## config.mk

```make
export PLATFORM = sky130hd
export DESIGN_NAME = fifo_wr_arbiter
export DESIGN_NICKNAME = d
export VERILOG_FILES = /design/src/rtl/fifo_wr_arbiter.sv
export SDC_FILE = /design/constraint.sdc
export NUM_CORES = 1
export LEC_CHECK = 0
export ABC_AREA = 1
export BUFFER_PORTS_ARGS = -buffer_cell sky130_fd_sc_hd__buf_2
export CAP_MARGIN = 20
export CORE_MARGIN = 5
export CORE_UTILIZATION = 30
export CTS_BUF_LIST = sky130_fd_sc_hd__clkbuf_2 sky130_fd_sc_hd__clkbuf_4 sky130_fd_sc_hd__clkbuf_8
export CTS_CLUSTER_SIZE = 20
export DETAILED_ROUTE_END_ITERATION = 8
export GPL_TIMING_DRIVEN = 1
export MAX_ROUTING_LAYER = met4
export PLACE_DENSITY = 0.58
export SLEW_MARGIN = 15
export SYNTH_ARGS = -nofsm -noshare
export SYNTH_HDL_FRONTEND = slang
export SYNTH_SLANG_ARGS = --single-unit
export TNS_END_PERCENT = 1
```

## constraint.sdc

```tcl
create_clock -name clk -period 1.9 [get_ports clk]
set_input_delay 0.095 -clock clk [delete_from_list [all_inputs] [get_ports clk]]
set_output_delay 0.095 -clock clk [all_outputs]
set_load 0.05 [all_outputs]
```

## src/rtl/fifo_wr_arbiter.sv

```systemverilog
// -----------------------------------------------------------------------------
// fifo_wr_arbiter
//   Round-robin arbiter that shares the write port of a single synchronous FIFO
//   among NREQ producers. A grant is burst-locked: the owner keeps the port for
//   up to BURST words, and a burst is only started when the FIFO has room for
//   a complete burst. One idle cycle always separates consecutive bursts.
//
// Ports
//   clk         rising-edge clock
//   rst_n       asynchronous active-low reset
//   req         per-requester "word valid on din"
//   din         packed data, word i = din[i*WIDTH +: WIDTH]
//   ack         per-requester "word taken this cycle" (combinational)
//   fifo_wr     FIFO write strobe (combinational, never set while fifo_full)
//   fifo_data   FIFO write data, always the word of gnt_id
//   fifo_full   FIFO full flag
//   fifo_usedw  FIFO fill level
//   busy        a burst grant is active (registered)
//   gnt_id      current or most recent owner (registered)
// -----------------------------------------------------------------------------
module fifo_wr_arbiter #(
    parameter int unsigned NREQ  = 4,
    parameter int unsigned WIDTH = 8,
    parameter int unsigned DEPTH = 8,
    parameter int unsigned BURST = 4
) (
    input  logic                       clk,
    input  logic                       rst_n,
    input  logic [NREQ-1:0]            req,
    input  logic [NREQ*WIDTH-1:0]      din,
    output logic [NREQ-1:0]            ack,
    output logic                       fifo_wr,
    output logic [WIDTH-1:0]           fifo_data,
    input  logic                       fifo_full,
    input  logic [$clog2(DEPTH)-1:0]   fifo_usedw,
    output logic                       busy,
    output logic [$clog2(NREQ)-1:0]    gnt_id
);

    localparam int unsigned IdW   = $clog2(NREQ);
    localparam int unsigned UsedW = $clog2(DEPTH);
    // One extra bit so a count of BURST (== DEPTH allowed) does not wrap.
    localparam int unsigned CntW  = $clog2(BURST) + 1;
    // Free space spans 0..DEPTH, which needs one bit more than usedw.
    localparam int unsigned FreeW = UsedW + 1;

    typedef enum logic [0:0] {
        StIdle,
        StBusy
    } state_e;

    state_e          state_q;
    logic [IdW-1:0]  owner_q;
    logic [IdW-1:0]  last_q;
    logic [CntW-1:0] cnt_q;
    logic            busy_q;

    logic [FreeW-1:0] free_words;
    logic             room;
    logic             win_found;
    logic [IdW-1:0]   win_id;
    logic [IdW-1:0]   cand;
    logic             xfer;
    logic [WIDTH-1:0] words [NREQ];

    // -------------------------------------------------------------------------
    // Free space and burst admission
    // -------------------------------------------------------------------------
    // usedw wraps to 0 when the FIFO is full, so the full flag must win.
    assign free_words = fifo_full ? '0 : (FreeW'(DEPTH) - {1'b0, fifo_usedw});
    assign room       = (free_words >= FreeW'(BURST));

    // -------------------------------------------------------------------------
    // Round-robin winner: first requester after last_q, wrapping modulo NREQ.
    // last_q itself is searched last, so the previous owner has lowest priority.
    // -------------------------------------------------------------------------
    always_comb begin
        win_found = 1'b0;
        win_id    = '0;
        cand      = '0;
        for (int k = 1; k <= int'(NREQ); k++) begin
            cand = IdW'((int'(last_q) + k) % int'(NREQ));
            if (!win_found && req[cand]) begin
                win_found = 1'b1;
                win_id    = cand;
            end
        end
    end

    // -------------------------------------------------------------------------
    // Data path and handshake
    // -------------------------------------------------------------------------
    always_comb begin
        for (int i = 0; i < int'(NREQ); i++) begin
            words[i] = din[i*WIDTH +: WIDTH];
        end
    end

    assign fifo_data = words[owner_q];

    // A stalled (full) FIFO simply withholds the transfer; the burst stays open.
    assign xfer = (state_q == StBusy) && req[owner_q] && !fifo_full;

    always_comb begin
        ack = '0;
        if (xfer) begin
            ack[owner_q] = 1'b1;
        end
    end

    assign fifo_wr = xfer;
    assign busy    = busy_q;
    assign gnt_id  = owner_q;

    // -------------------------------------------------------------------------
    // Grant FSM with registered busy / gnt_id
    // -------------------------------------------------------------------------
    always_ff @(posedge clk or negedge rst_n) begin
        if (!rst_n) begin
            state_q <= StIdle;
            busy_q  <= 1'b0;
            owner_q <= '0;
            // Pointer starts at the top so requester 0 wins the first grant.
            last_q  <= IdW'(NREQ - 1);
            cnt_q   <= '0;
        end else begin
            case (state_q)
                StIdle: begin
                    // Grant cycle: no ack yet, the owner is served from the next cycle.
                    if (win_found && room) begin
                        owner_q <= win_id;
                        busy_q  <= 1'b1;
                        cnt_q   <= '0;
                        state_q <= StBusy;
                    end
                end
                StBusy: begin
                    if (!req[owner_q]) begin
                        // Owner withdrew: close the burst but still rotate priority.
                        state_q <= StIdle;
                        busy_q  <= 1'b0;
                        last_q  <= owner_q;
                    end else if (xfer) begin
                        cnt_q <= cnt_q + 1'b1;
                        if (cnt_q == CntW'(BURST - 1)) begin
                            state_q <= StIdle;
                            busy_q  <= 1'b0;
                            last_q  <= owner_q;
                        end
                    end
                end
                default: begin
                    state_q <= StIdle;
                    busy_q  <= 1'b0;
                end
            endcase
        end
    end

    // -------------------------------------------------------------------------
    // Invariants
    // -------------------------------------------------------------------------
    a_no_write_when_full : assert property (@(posedge clk) disable iff (!rst_n)
        !(fifo_wr && fifo_full));
    a_single_ack : assert property (@(posedge clk) disable iff (!rst_n)
        $onehot0(ack));
    a_ack_matches_write : assert property (@(posedge clk) disable iff (!rst_n)
        ((|ack) == fifo_wr));

endmodule

```

==> metrics.yaml, run 1 <==
flow_run:
  max_cap_viol_count: 0
power:
  combPwrFrac_pct: 74.7
  ir_worst_vdd_mv: 0.6513
  power.share.sequential_pct: 18.2
  report.power.total_mw: 2.285
  internal_power_uw: 868.8
  p_leak_nw: 0.7951
  pwr_density_cell_nw_per_um2: 1648
  swShare_pct: 61.97
  netSwitchingPower_mw: 1.416
  power.share.clock_pct: 7.1
global_route:
  globalRoute.totalOverflow: 0
  grt_pass1_vias: 1004
  global_route_usage_over_all_layers_pct: 13.08
  antenna_found_initial: 0
  pin_count_of_the_biggest_net_entering_global_routing: 11
  first_pass_grt_wire_length_mm: 4.457
clocking:
  maximum_level_of_the_cts_h_tree: 1
  ctsRootBufferMaster: "sky130_fd_sc_hd__clkbuf_4"
  cts_tree: "yes"
  clock_latency_ns: 0.26
  cts_made_buffers: 3
  ctsLongestPathBuffers: 2
  clkTransAtPathRegs_ns: 0.06
  clkSinkCount: 9
final_layout:
  fillers: 336
  post_route_cells_drive_above_1_share_pct: 42.59
  syn_to_final_growth_pct: 44.27
  area.sequential_um2: 230.2
  design.final.nets: 261
  diodes: 0
  post-route-cell-area_um2: 1386
  multi_input_logic_area_um2: 641.9
  post-route-util_pct: 45.41
  post_layout_cell_count: 260
routing:
  drt_iter0_drc: 40
  detail_route.wl_per_cell_um: 11.07
  routed_wirelength_mm: 2.879
  detailedRoute.firstPassIterationCount: 4
  antenna_violating_nets_post_route: 0
  num_vias: 1188
  drt-vias-per-instance: 4.569
  post-route-drc-count: 0
placed_design:
  io_buffer_count: 57
  finalWeightedCongestion: 0.7872
  dpl-instance-area_um2: 1295
  placedCellCount: 254
  dp_hpwl_mm: 2.462
sta:
  clock_skew_ns: 0.006765
  report.final.slew_viol_count: 0
  worst_pin_slew_ns: 0.4864
  timing_hold_violations_final: 0
  timing.fmax_mhz: 569.2
  unrepaired_setup_endpoints_after_global_routing: "no"
  timing.final.crit_share_pct: 92.46
  max-slew-margin-rel_pct: 67.32
  period_needed_ns: 1.757
  finalSetupViolCount: 0
logic_synthesis:
  yosys_warnings: 0
  seq_area_frac_synth_pct: 23.70
  synthesis.nets: 197
  post_synth_inst_count: 153
  synth.cell_area_um2: 960.9
  syn_avg_cell_area_um2: 6.281
  synth.ff_latch_count: 9
  synth_cell_types: 25
setup_path:
  crit_chain: "nand2_1 > nor2_1 > a21oi_2 > nand3_2 > nand3_4 > nor3_4 > buf_6"
  setup.reg_to_reg.worst_slack_ns: 0.33
  regToRegEndpoint: "gnt_id[1]$_DFFE_PN0P_"
  worst_r2r_path_depth: 11
  cp_slowest_cell: "sky130_fd_sc_hd__dfrtp_2"
  timing.critical_path.required_ns: 1.80
  crit_path_max_fanout: 9
  timing.rr.start: "last_q[0]$_DFFE_PN1P_"
  worstSetupEndpointType: "output pin"
  startpoint_type: "flip-flop"
  cp_slowest_stage_delay_ns: 0.51
  worst_ep_arrival_time_ns: 1.66
  worst-setup-path-type: "flip-flop to output pin"
floorplan:
  fp.dieArea_um2: 4435
  initial_utilization_pct: 31.48
  placeableCoreArea_um2: 3053
  ports: 58
  die_y_um: 66.60
  std_cell_rows: 20
  floorplan.die.width_um: 66.60
min_path:
  min_path_type: "input port to async pin"
status:
  outcome: "finished, final reports clean"
-- power by group through the flow --
stage | clock network, mW | logic, mW | registers [mW]
floorplan | 0 | 1.31 | 0.437
global placement | 0 | 1.69 | 0.408
detailed placement | 0 | 1.68 | 0.409
CTS | 0.168 | 1.69 | 0.410
global route | 0.186 | 1.87 | 0.434
finish | 0.163 | 1.71 | 0.415
-- flip-flops by register name, indices dropped and copies added, names as in the netlist --
name	flops
cnt_q	3
gnt_id	2
last_q	2
busy	1
state_q	1
-- what timing repair did --
action / in CTS / in global routing
endpoints found under the setup margin: 2 / 5
endpoints found under the hold margin: 9 / 0
hold buffers: 1 / 0
buffers inserted: 0 / 1
gates resized for setup: 2 / 16
-- worst max-delay path by stage --
stage | cells past startpoint | startpoint | to | slack, ns
finish | 7 | gnt_id[0]$_DFFE_PN0P_ | ack[2] | 0.14
global route | 7 | gnt_id[0]$_DFFE_PN0P_ | ack[2] | 0.001
CTS | 8 | gnt_id[1]$_DFFE_PN0P_ | ack[0] | 0.04
detailed placement | 7 | gnt_id[0]$_DFFE_PN0P_ | ack[2] | 0.24
global placement | 7 | gnt_id[0]$_DFFE_PN0P_ | ack[0] | 0.32
floorplan | 7 | gnt_id[0]$_DFFE_PN0P_ | ack[1] | -0.19
-- cells in the mapped netlist --
master / n / area, um^2
sky130_fd_sc_hd__nand2_1: 62 / 232.7
sky130_fd_sc_hd__nand3_1: 17 / 85.08
sky130_fd_sc_hd__inv_1: 14 / 52.55
sky130_fd_sc_hd__a22oi_1: 10 / 75.07
sky130_fd_sc_hd__dfrtp_1: 7 / 175.2
sky130_fd_sc_hd__nor2_1: 7 / 26.28
sky130_fd_sc_hd__nand2_2: 6 / 37.54
sky130_fd_sc_hd__inv_2: 5 / 18.77
sky130_fd_sc_hd__nand4_1: 3 / 18.77
sky130_fd_sc_hd__nor3_1: 3 / 15.01
sky130_fd_sc_hd__dfstp_2: 2 / 52.55
sky130_fd_sc_hd__ha_1: 2 / 25.02
sky130_fd_sc_hd__nand3_2: 2 / 20.02
sky130_fd_sc_hd__nor2_4: 2 / 22.52
sky130_fd_sc_hd__a21oi_1: 1 / 5.000
sky130_fd_sc_hd__a21oi_2: 1 / 8.760
sky130_fd_sc_hd__buf_12: 1 / 20.02
sky130_fd_sc_hd__buf_4: 1 / 7.510
sky130_fd_sc_hd__buf_6: 1 / 11.26
sky130_fd_sc_hd__inv_4: 1 / 6.260
sky130_fd_sc_hd__nand2_4: 1 / 11.26
sky130_fd_sc_hd__nand3_4: 1 / 17.52
sky130_fd_sc_hd__nor2_2: 1 / 6.260
sky130_fd_sc_hd__o21ai_0: 1 / 5.000
sky130_fd_sc_hd__o21ai_1: 1 / 5.000
-- layout by cell type, fill, tap and decap left out, types with 2 or more instances in the layout --
| cell type | netlist | layout |
|---|---|---|
| sky130_fd_sc_hd__buf_4 | 1 | 6 |
| sky130_fd_sc_hd__dfstp_2 | 2 | 2 |
| sky130_fd_sc_hd__nor2_1 | 7 | 6 |
| sky130_fd_sc_hd__a22oi_1 | 10 | 10 |
| sky130_fd_sc_hd__dfrtp_1 | 7 | 5 |
| sky130_fd_sc_hd__nand2_1 | 62 | 62 |
| sky130_fd_sc_hd__inv_2 | 5 | 4 |
| sky130_fd_sc_hd__clkbuf_4 | 0 | 4 |
| sky130_fd_sc_hd__nand4_1 | 3 | 3 |
| sky130_fd_sc_hd__buf_2 | 0 | 52 |
| sky130_fd_sc_hd__nand2_2 | 6 | 6 |
| sky130_fd_sc_hd__nor3_4 | 0 | 2 |
| sky130_fd_sc_hd__nor2_2 | 1 | 2 |
| sky130_fd_sc_hd__buf_6 | 1 | 3 |
| sky130_fd_sc_hd__nand3_1 | 17 | 17 |
| sky130_fd_sc_hd__inv_4 | 1 | 2 |
| sky130_fd_sc_hd__inv_1 | 14 | 14 |
| sky130_fd_sc_hd__ha_1 | 2 | 2 |
| sky130_fd_sc_hd__dfrtp_2 | 0 | 2 |
| sky130_fd_sc_hd__nand3_2 | 2 | 2 |
| sky130_fd_sc_hd__nor2_4 | 2 | 2 |
-- cell type report --
type,count,share of cell area [%]
clock buffers,4,2.166
multi-input cells,121,46.30
repair buffers,62,25.18
well taps,44,3.971
flip-flops and latches,9,16.61
inverters,20,5.776
-- cell families after synthesis --
logic type                 share of synthesized area [%]
and+or+nand+nor                                    51.30
buffers and inverters                              12.11
adders and majority gates                          2.604
DFF                                                23.70
AOI/OAI and AO/OA                                  10.28
-- through the flow --
| step | worst slack [ns] | TNS [ns] | hold WS (ns) |
|---|---|---|---|
| detailed placement | 0.2408 | 0 | -0.04003 |
| global placement | 0.3239 | 0 | -0.03843 |
| finish | 0.1432 | 0 | 0.2029 |
| CTS | 0.03660 | 0 | 0.2095 |
| global route | 0.001128 | 0 | 0.2150 |
| floorplan | -0.1879 | -0.6736 | -0.2006 |
-- critical path: cells and delay by family (launching register included) --
kind,cells,cell delay (ns)
and+or+nand+nor,5,0.66
DFF,1,0.51
buffers and inverters,1,0.18
AOI/OAI and AO/OA,1,0.05
-- layer usage --
layer | part of all wire, % | track usage (%)
met5 | 0 | -
met4 | 0 | 2.284
met1 | 40 | 14.48
met3 | 16 | 4.553
met2 | 44 | 22.90
No activity file was read; power rests on OpenSTA's default activity.
==> run 2: changes to the inputs <==
BUFFER_PORTS_ARGS = not set   (was -buffer_cell sky130_fd_sc_hd__buf_2)
DONT_BUFFER_PORTS = 1   (was not set)
PLACE_DENSITY = 0.43   (was 0.58)
==> metrics.yaml, run 2 (synthesis gave the netlist of run 1 again) <==
setup_path:
  timing.critical_path.required_ns: 1.80
  crit_path_max_fanout: 8
  worst_r2r_path_depth: 11
  setup.reg_to_reg.worst_slack_ns: 0.27
  startpoint_type: "flip-flop"
  worst_ep_arrival_time_ns: 1.68
  regToRegEndpoint: "gnt_id[1]$_DFFE_PN0P_"
  worstSetupEndpointType: "output pin"
  timing.rr.start: "last_q[0]$_DFFE_PN1P_"
  worst-setup-path-type: "flip-flop to output pin"
final_layout:
  largest_reg_flops: 3
  post_route_cells_drive_above_1_share_pct: 27.33
  diodes: 0
  final_common_cell: "sky130_fd_sc_hd__nand2_1"
  largest_register: "cnt_q"
  fillers: 338
  design.final.nets: 217
  syn_to_final_growth_pct: 32.42
  post_layout_cell_count: 216
  layout_common_cells: "sky130_fd_sc_hd__nand2_1, sky130_fd_sc_hd__nand3_1, sky130_fd_sc_hd__inv_1"
  post-route-cell-area_um2: 1272
  post-route-util_pct: 41.68
global_route:
  global_route_usage_over_all_layers_pct: 13.41
  grt_pass1_vias: 979
  globalRoute.totalOverflow: 0
  met3_usage_pct: 2.698
  fraction_of_met2_tracks_used_by_global_routing_pct: 22.03
  grt_use_met1_pct: 16.04
  highest_utilization_routing_layer_at_the_global_route_stage: "met2"
  antenna_found_initial: 0
  first_pass_grt_wire_length_mm: 4.443
  pin_count_of_the_biggest_net_entering_global_routing: 11
clocking:
  clkTransAtPathRegs_ns: 0.06
  cts_tree: "yes"
  clock_latency_ns: 0.26
  maximum_level_of_the_cts_h_tree: 1
  ctsRootBufferMaster: "sky130_fd_sc_hd__clkbuf_4"
  post_cts.repair.setup_buffers: 0
  clkSinkCount: 9
  cts_made_buffers: 3
  ctsLongestPathBuffers: 2
placed_design:
  dpl-instance-area_um2: 1215
  dp_hpwl_mm: 2.408
  placedCellCount: 211
  io_buffer_count: 0
  finalWeightedCongestion: 0.8066
routing:
  antenna_violating_nets_post_route: 0
  post-route-drc-count: 0
  detailedRoute.firstPassIterationCount: 5
  detail_route.wl_per_cell_um: 13.03
  drt_iter0_drc: 58
  drt-vias-per-instance: 4.829
  num_vias: 1043
  routed_wirelength_mm: 2.815
min_path:
  min_path_type: "input port to flip-flop"
  hp-start: "fifo_full"
  hold_end: "gnt_id[0]$_DFFE_PN0P_"
  hold_depth: 3
sta:
  timing.final.crit_share_pct: 93.19
  timing.fmax_mhz: 564.8
  finalSetupViolCount: 0
  unrepaired_setup_endpoints_after_global_routing: "yes"
  max-slew-margin-rel_pct: 68.42
  clock_skew_ns: 0.001547
  timing_hold_violations_final: 0
  report.final.slew_viol_count: 0
  period_needed_ns: 1.771
  worst_pin_slew_ns: 0.4736
floorplan:
  initial_utilization_pct: 31.48
  floorplan.die.width_um: 66.60
  die_y_um: 66.60
  std_cell_rows: 20
  placeableCoreArea_um2: 3053
  ports: 58
  fp.dieArea_um2: 4435
power:
  ir_worst_vdd_mv: 0.9096
  pwr_density_cell_nw_per_um2: 2041
  p_leak_nw: 0.6553
status:
  outcome: "finished, final reports clean"
flow_run:
  max_cap_viol_count: 0
[run 2: how the worst max path moves through the flow]
stage                                startpoint                    end  slack (ns)  cells past startpoint
after floorplan           gnt_id[0]$_DFFE_PN0P_                 ack[1]       -0.19                      7
after global placement    last_q[0]$_DFFE_PN1P_  gnt_id[1]$_DFFE_PN0P_        0.28                     11
after detailed placement  last_q[0]$_DFFE_PN1P_  gnt_id[1]$_DFFE_PN0P_        0.26                     11
after CTS                 gnt_id[0]$_DFFE_PN0P_                 ack[0]        0.07                      7
after global routing      gnt_id[1]$_DFFE_PN0P_                 ack[3]       -0.02                      8
final                     gnt_id[1]$_DFFE_PN0P_                 ack[0]        0.13                      8
[run 2: power by group]
part	switching (mW)	leakage [nW]	internal, mW	total, mW
logic	1.24	0.529	0.768	2.01
clock network	0.0661	0.0177	0.0775	0.144
registers	0.164	0.109	0.277	0.440
total	1.47	0.655	1.12	2.60
[run 2: cell type report]
type / count / area, um^2 / share of cell area (%)
repair buffers: 18 / 249.0 / 19.57
clock inverters: 1 / 5.005 / 0.3933
multi-input cells: 121 / 633.1 / 49.75
flip-flops and latches: 9 / 230.2 / 18.09
inverters: 20 / 77.57 / 6.096
clock buffers: 3 / 22.52 / 1.770
well taps: 44 / 55.05 / 4.326
[run 2: routing by layer]
layer  part of all wire [%]  vias up
li1                       -      533
met1                     40      469
met2                     52       37
met3                    7.8        4
met4                   0.96        0
met5                      0        -
[run 2: critical path, stage by stage, from the launching register on]
cell	delay (ns)
sky130_fd_sc_hd__dfrtp_2	0.45
sky130_fd_sc_hd__inv_2	0.12
sky130_fd_sc_hd__nand2_1	0.10
sky130_fd_sc_hd__nor2_1	0.12
sky130_fd_sc_hd__a21oi_2	0.04
sky130_fd_sc_hd__nand3_2	0.08
sky130_fd_sc_hd__nand3_4	0.14
sky130_fd_sc_hd__nor3_4	0.18
sky130_fd_sc_hd__buf_6	0.18
[run 2: per-stage QoR]
step	worst slack [ns]	hold slack (ns)	total power [mW]	setup TNS, ns
floorplan	-0.1879	-0.2006	1.752	-0.6736
global placement	0.2788	-0.2003	2.444	0
detailed placement	0.2643	-0.2002	2.458	0
CTS	0.06518	0.08098	2.619	0
global route	-0.01961	0.09641	2.803	-0.05126
finish	0.1295	0.08495	2.597	0
[run 2: what timing repair did]
action,CTS,global route
resized for setup,0,6
setup endpoints to repair,0,3
endpoints found under the hold margin,9,0
hold buffers,1,0
==> run 3: changes to the inputs <==
==> constraint.sdc (replaced) <==
create_clock -name clk -period 1.9 [get_ports clk]
set_input_delay 0.19 -clock clk [delete_from_list [all_inputs] [get_ports clk]]
set_output_delay 0.19 -clock clk [all_outputs]
set_load 0.05 [all_outputs]
==> metrics.yaml, run 3 (synthesis gave the netlist of run 1 again) <==
final_layout:
  post_layout_cell_count: 220
  post-route-util_pct: 44.80
  largest_reg_flops: 3
  area.sequential_um2: 230.2
  layout_common_cells: "sky130_fd_sc_hd__nand2_1, sky130_fd_sc_hd__nand3_1, sky130_fd_sc_hd__inv_1"
  final_common_cell: "sky130_fd_sc_hd__nand2_1"
  multi_input_logic_area_um2: 644.4
  largest_register: "cnt_q"
  fillers: 319
  diodes: 0
  syn_to_final_growth_pct: 42.32
  design.final.nets: 221
  post_route_cells_drive_above_1_share_pct: 30.11
sta:
  whs_ns: 0.1881
  max-slew-margin-rel_pct: 68.43
  setup-tns-final_ns: 0
  timing.final.crit_share_pct: 96.46
  timing_hold_violations_final: 0
  unrepaired_setup_endpoints_after_global_routing: "yes"
  worst_pin_slew_ns: 0.4736
  clock_skew_ns: 0.009331
  finalWorstSetupSlack_ns: 0.06735
  period_needed_ns: 1.833
  report.final.slew_viol_count: 0
  finalSetupViolCount: 0
  timing.fmax_mhz: 545.7
floorplan:
  die_y_um: 66.60
  ports: 58
  initial_utilization_pct: 31.48
  std_cell_rows: 20
  fp.dieArea_um2: 4435
  floorplan.die.width_um: 66.60
  placeableCoreArea_um2: 3053
routing:
  detailedRoute.firstPassIterationCount: 5
  met3WireLength_um: 265
  drt-vias-per-instance: 4.786
  detail_route.wl_per_cell_um: 12.87
  top_routing_layer_in_use: "met4"
  routedLengthMet1_mm: 1.061
  post-route-drc-count: 0
  num_vias: 1053
  met2_wirelength_mm: 1.457
  antenna_violating_nets_post_route: 0
  routed_wirelength_mm: 2.831
  drt_iter0_drc: 36
setup_path:
  worstSetupEndpointType: "output pin"
  timing.critical_path.required_ns: 1.71
  crit_start: "gnt_id[1]$_DFFE_PN0P_"
  crit_path_max_fanout: 8
  timing.rr.start: "last_q[0]$_DFFE_PN1P_"
  worst-setup-path-type: "flip-flop to output pin"
  worst_ep_arrival_time_ns: 1.64
  startpoint_type: "flip-flop"
clocking:
  cts_made_buffers: 3
  maximum_level_of_the_cts_h_tree: 1
  cts_tree: "yes"
  clkSinkCount: 9
  ctsLongestPathBuffers: 2
  clkTransAtPathRegs_ns: 0.07
  clock_latency_ns: 0.27
  ctsRootBufferMaster: "sky130_fd_sc_hd__clkbuf_4"
flow_run:
  max_cap_viol_count: 0
placed_design:
  io_buffer_count: 0
  detailedPlace.worstSlack_ns: 0.2170
  finalWeightedCongestion: 0.7428
  dp_hpwl_mm: 2.432
  placedCellCount: 212
global_route:
  grt_pass1_vias: 1054
  globalRoute.totalOverflow: 0
  pin_count_of_the_biggest_net_entering_global_routing: 11
  first_pass_grt_wire_length_mm: 4.429
  antenna_found_initial: 0
  global_route_usage_over_all_layers_pct: 13.07
power:
  p_leak_nw: 0.6898
  ir_worst_vdd_mv: 0.7593
  pwr_density_cell_nw_per_um2: 1993
min_path:
  min_path_type: "input port to flip-flop"
  hp-start: "fifo_full"
status:
  outcome: "finished, final reports clean"
run 3: cell count changes in the layout (fill, tap and decap cells not counted), sizes merged:
cell,delta
buf,+4
run 3: cell type report:
cell class	count	share of cell area (%)
Inverter	20	5.855
Tap cell	44	4.026
Clock inverter	1	0.3660
Multi-Input combinational cell	121	47.12
Clock buffer	3	1.647
Sequential cell	9	16.83
Timing Repair Buffer	22	24.15
run 3: timing repair:
action | 4_1_cts | 5_1_grt
endpoints found under the hold margin | 9 | 0
buffers inserted | 2 | 1
setup endpoints to repair | 5 | 5
resized for setup | 3 | 0
hold buffers | 1 | 0
gates cloned | 0 | 0
run 3: path summary, 6_finish.rpt:
check                                              to  slack, ns  cells past startpoint
min in group asynchronous        cnt_q[2]$_DFFE_PN0P_       0.29                      1
worst max register to register  gnt_id[1]$_DFFE_PN0P_       0.25                     11
worst min-delay path            gnt_id[0]$_DFFE_PN0P_       0.19                      3
max in group asynchronous       gnt_id[1]$_DFFE_PN0P_       1.28                      1
worst min register to register   cnt_q[1]$_DFFE_PN0P_       0.51                      2
worst max-delay path                           ack[0]       0.07                      8
run 3: where the power goes:
| group | internal, mW | switching, mW |
|---|---|---|
| Clock | 0.0779 | 0.0759 |
| Combinational | 0.866 | 1.27 |
| Sequential | 0.276 | 0.156 |
run 3: stage by stage:
stage	cell area, um^2	total power [mW]
4_1_cts	1360	2.741
2_1_floorplan	988.4	1.776
5_1_grt	1368	2.936
6_report	1368	2.726
3_3_place_gp	1303	2.521
3_5_place_dp	1303	2.542
run 3: critical path, cell delays in order, from the launching register on:
cell and delay [ns]:
sky130_fd_sc_hd__dfrtp_2 0.45, sky130_fd_sc_hd__inv_2 0.08, sky130_fd_sc_hd__nand2_1 0.08, sky130_fd_sc_hd__nor2_1 0.12, sky130_fd_sc_hd__a21oi_2 0.05, sky130_fd_sc_hd__nand3_2 0.09, sky130_fd_sc_hd__nand3_4 0.15, sky130_fd_sc_hd__nor3_4 0.20
sky130_fd_sc_hd__buf_12 0.16
run 3: layer usage:
| metal | GRT usage (%) | vias up |
|---|---|---|
| met4 | 6.091 | 0 |
| met3 | 2.867 | 6 |
| met2 | 22.15 | 39 |
| li1 | - | 540 |
| met1 | 14.56 | 468 |
| met5 | - | - |
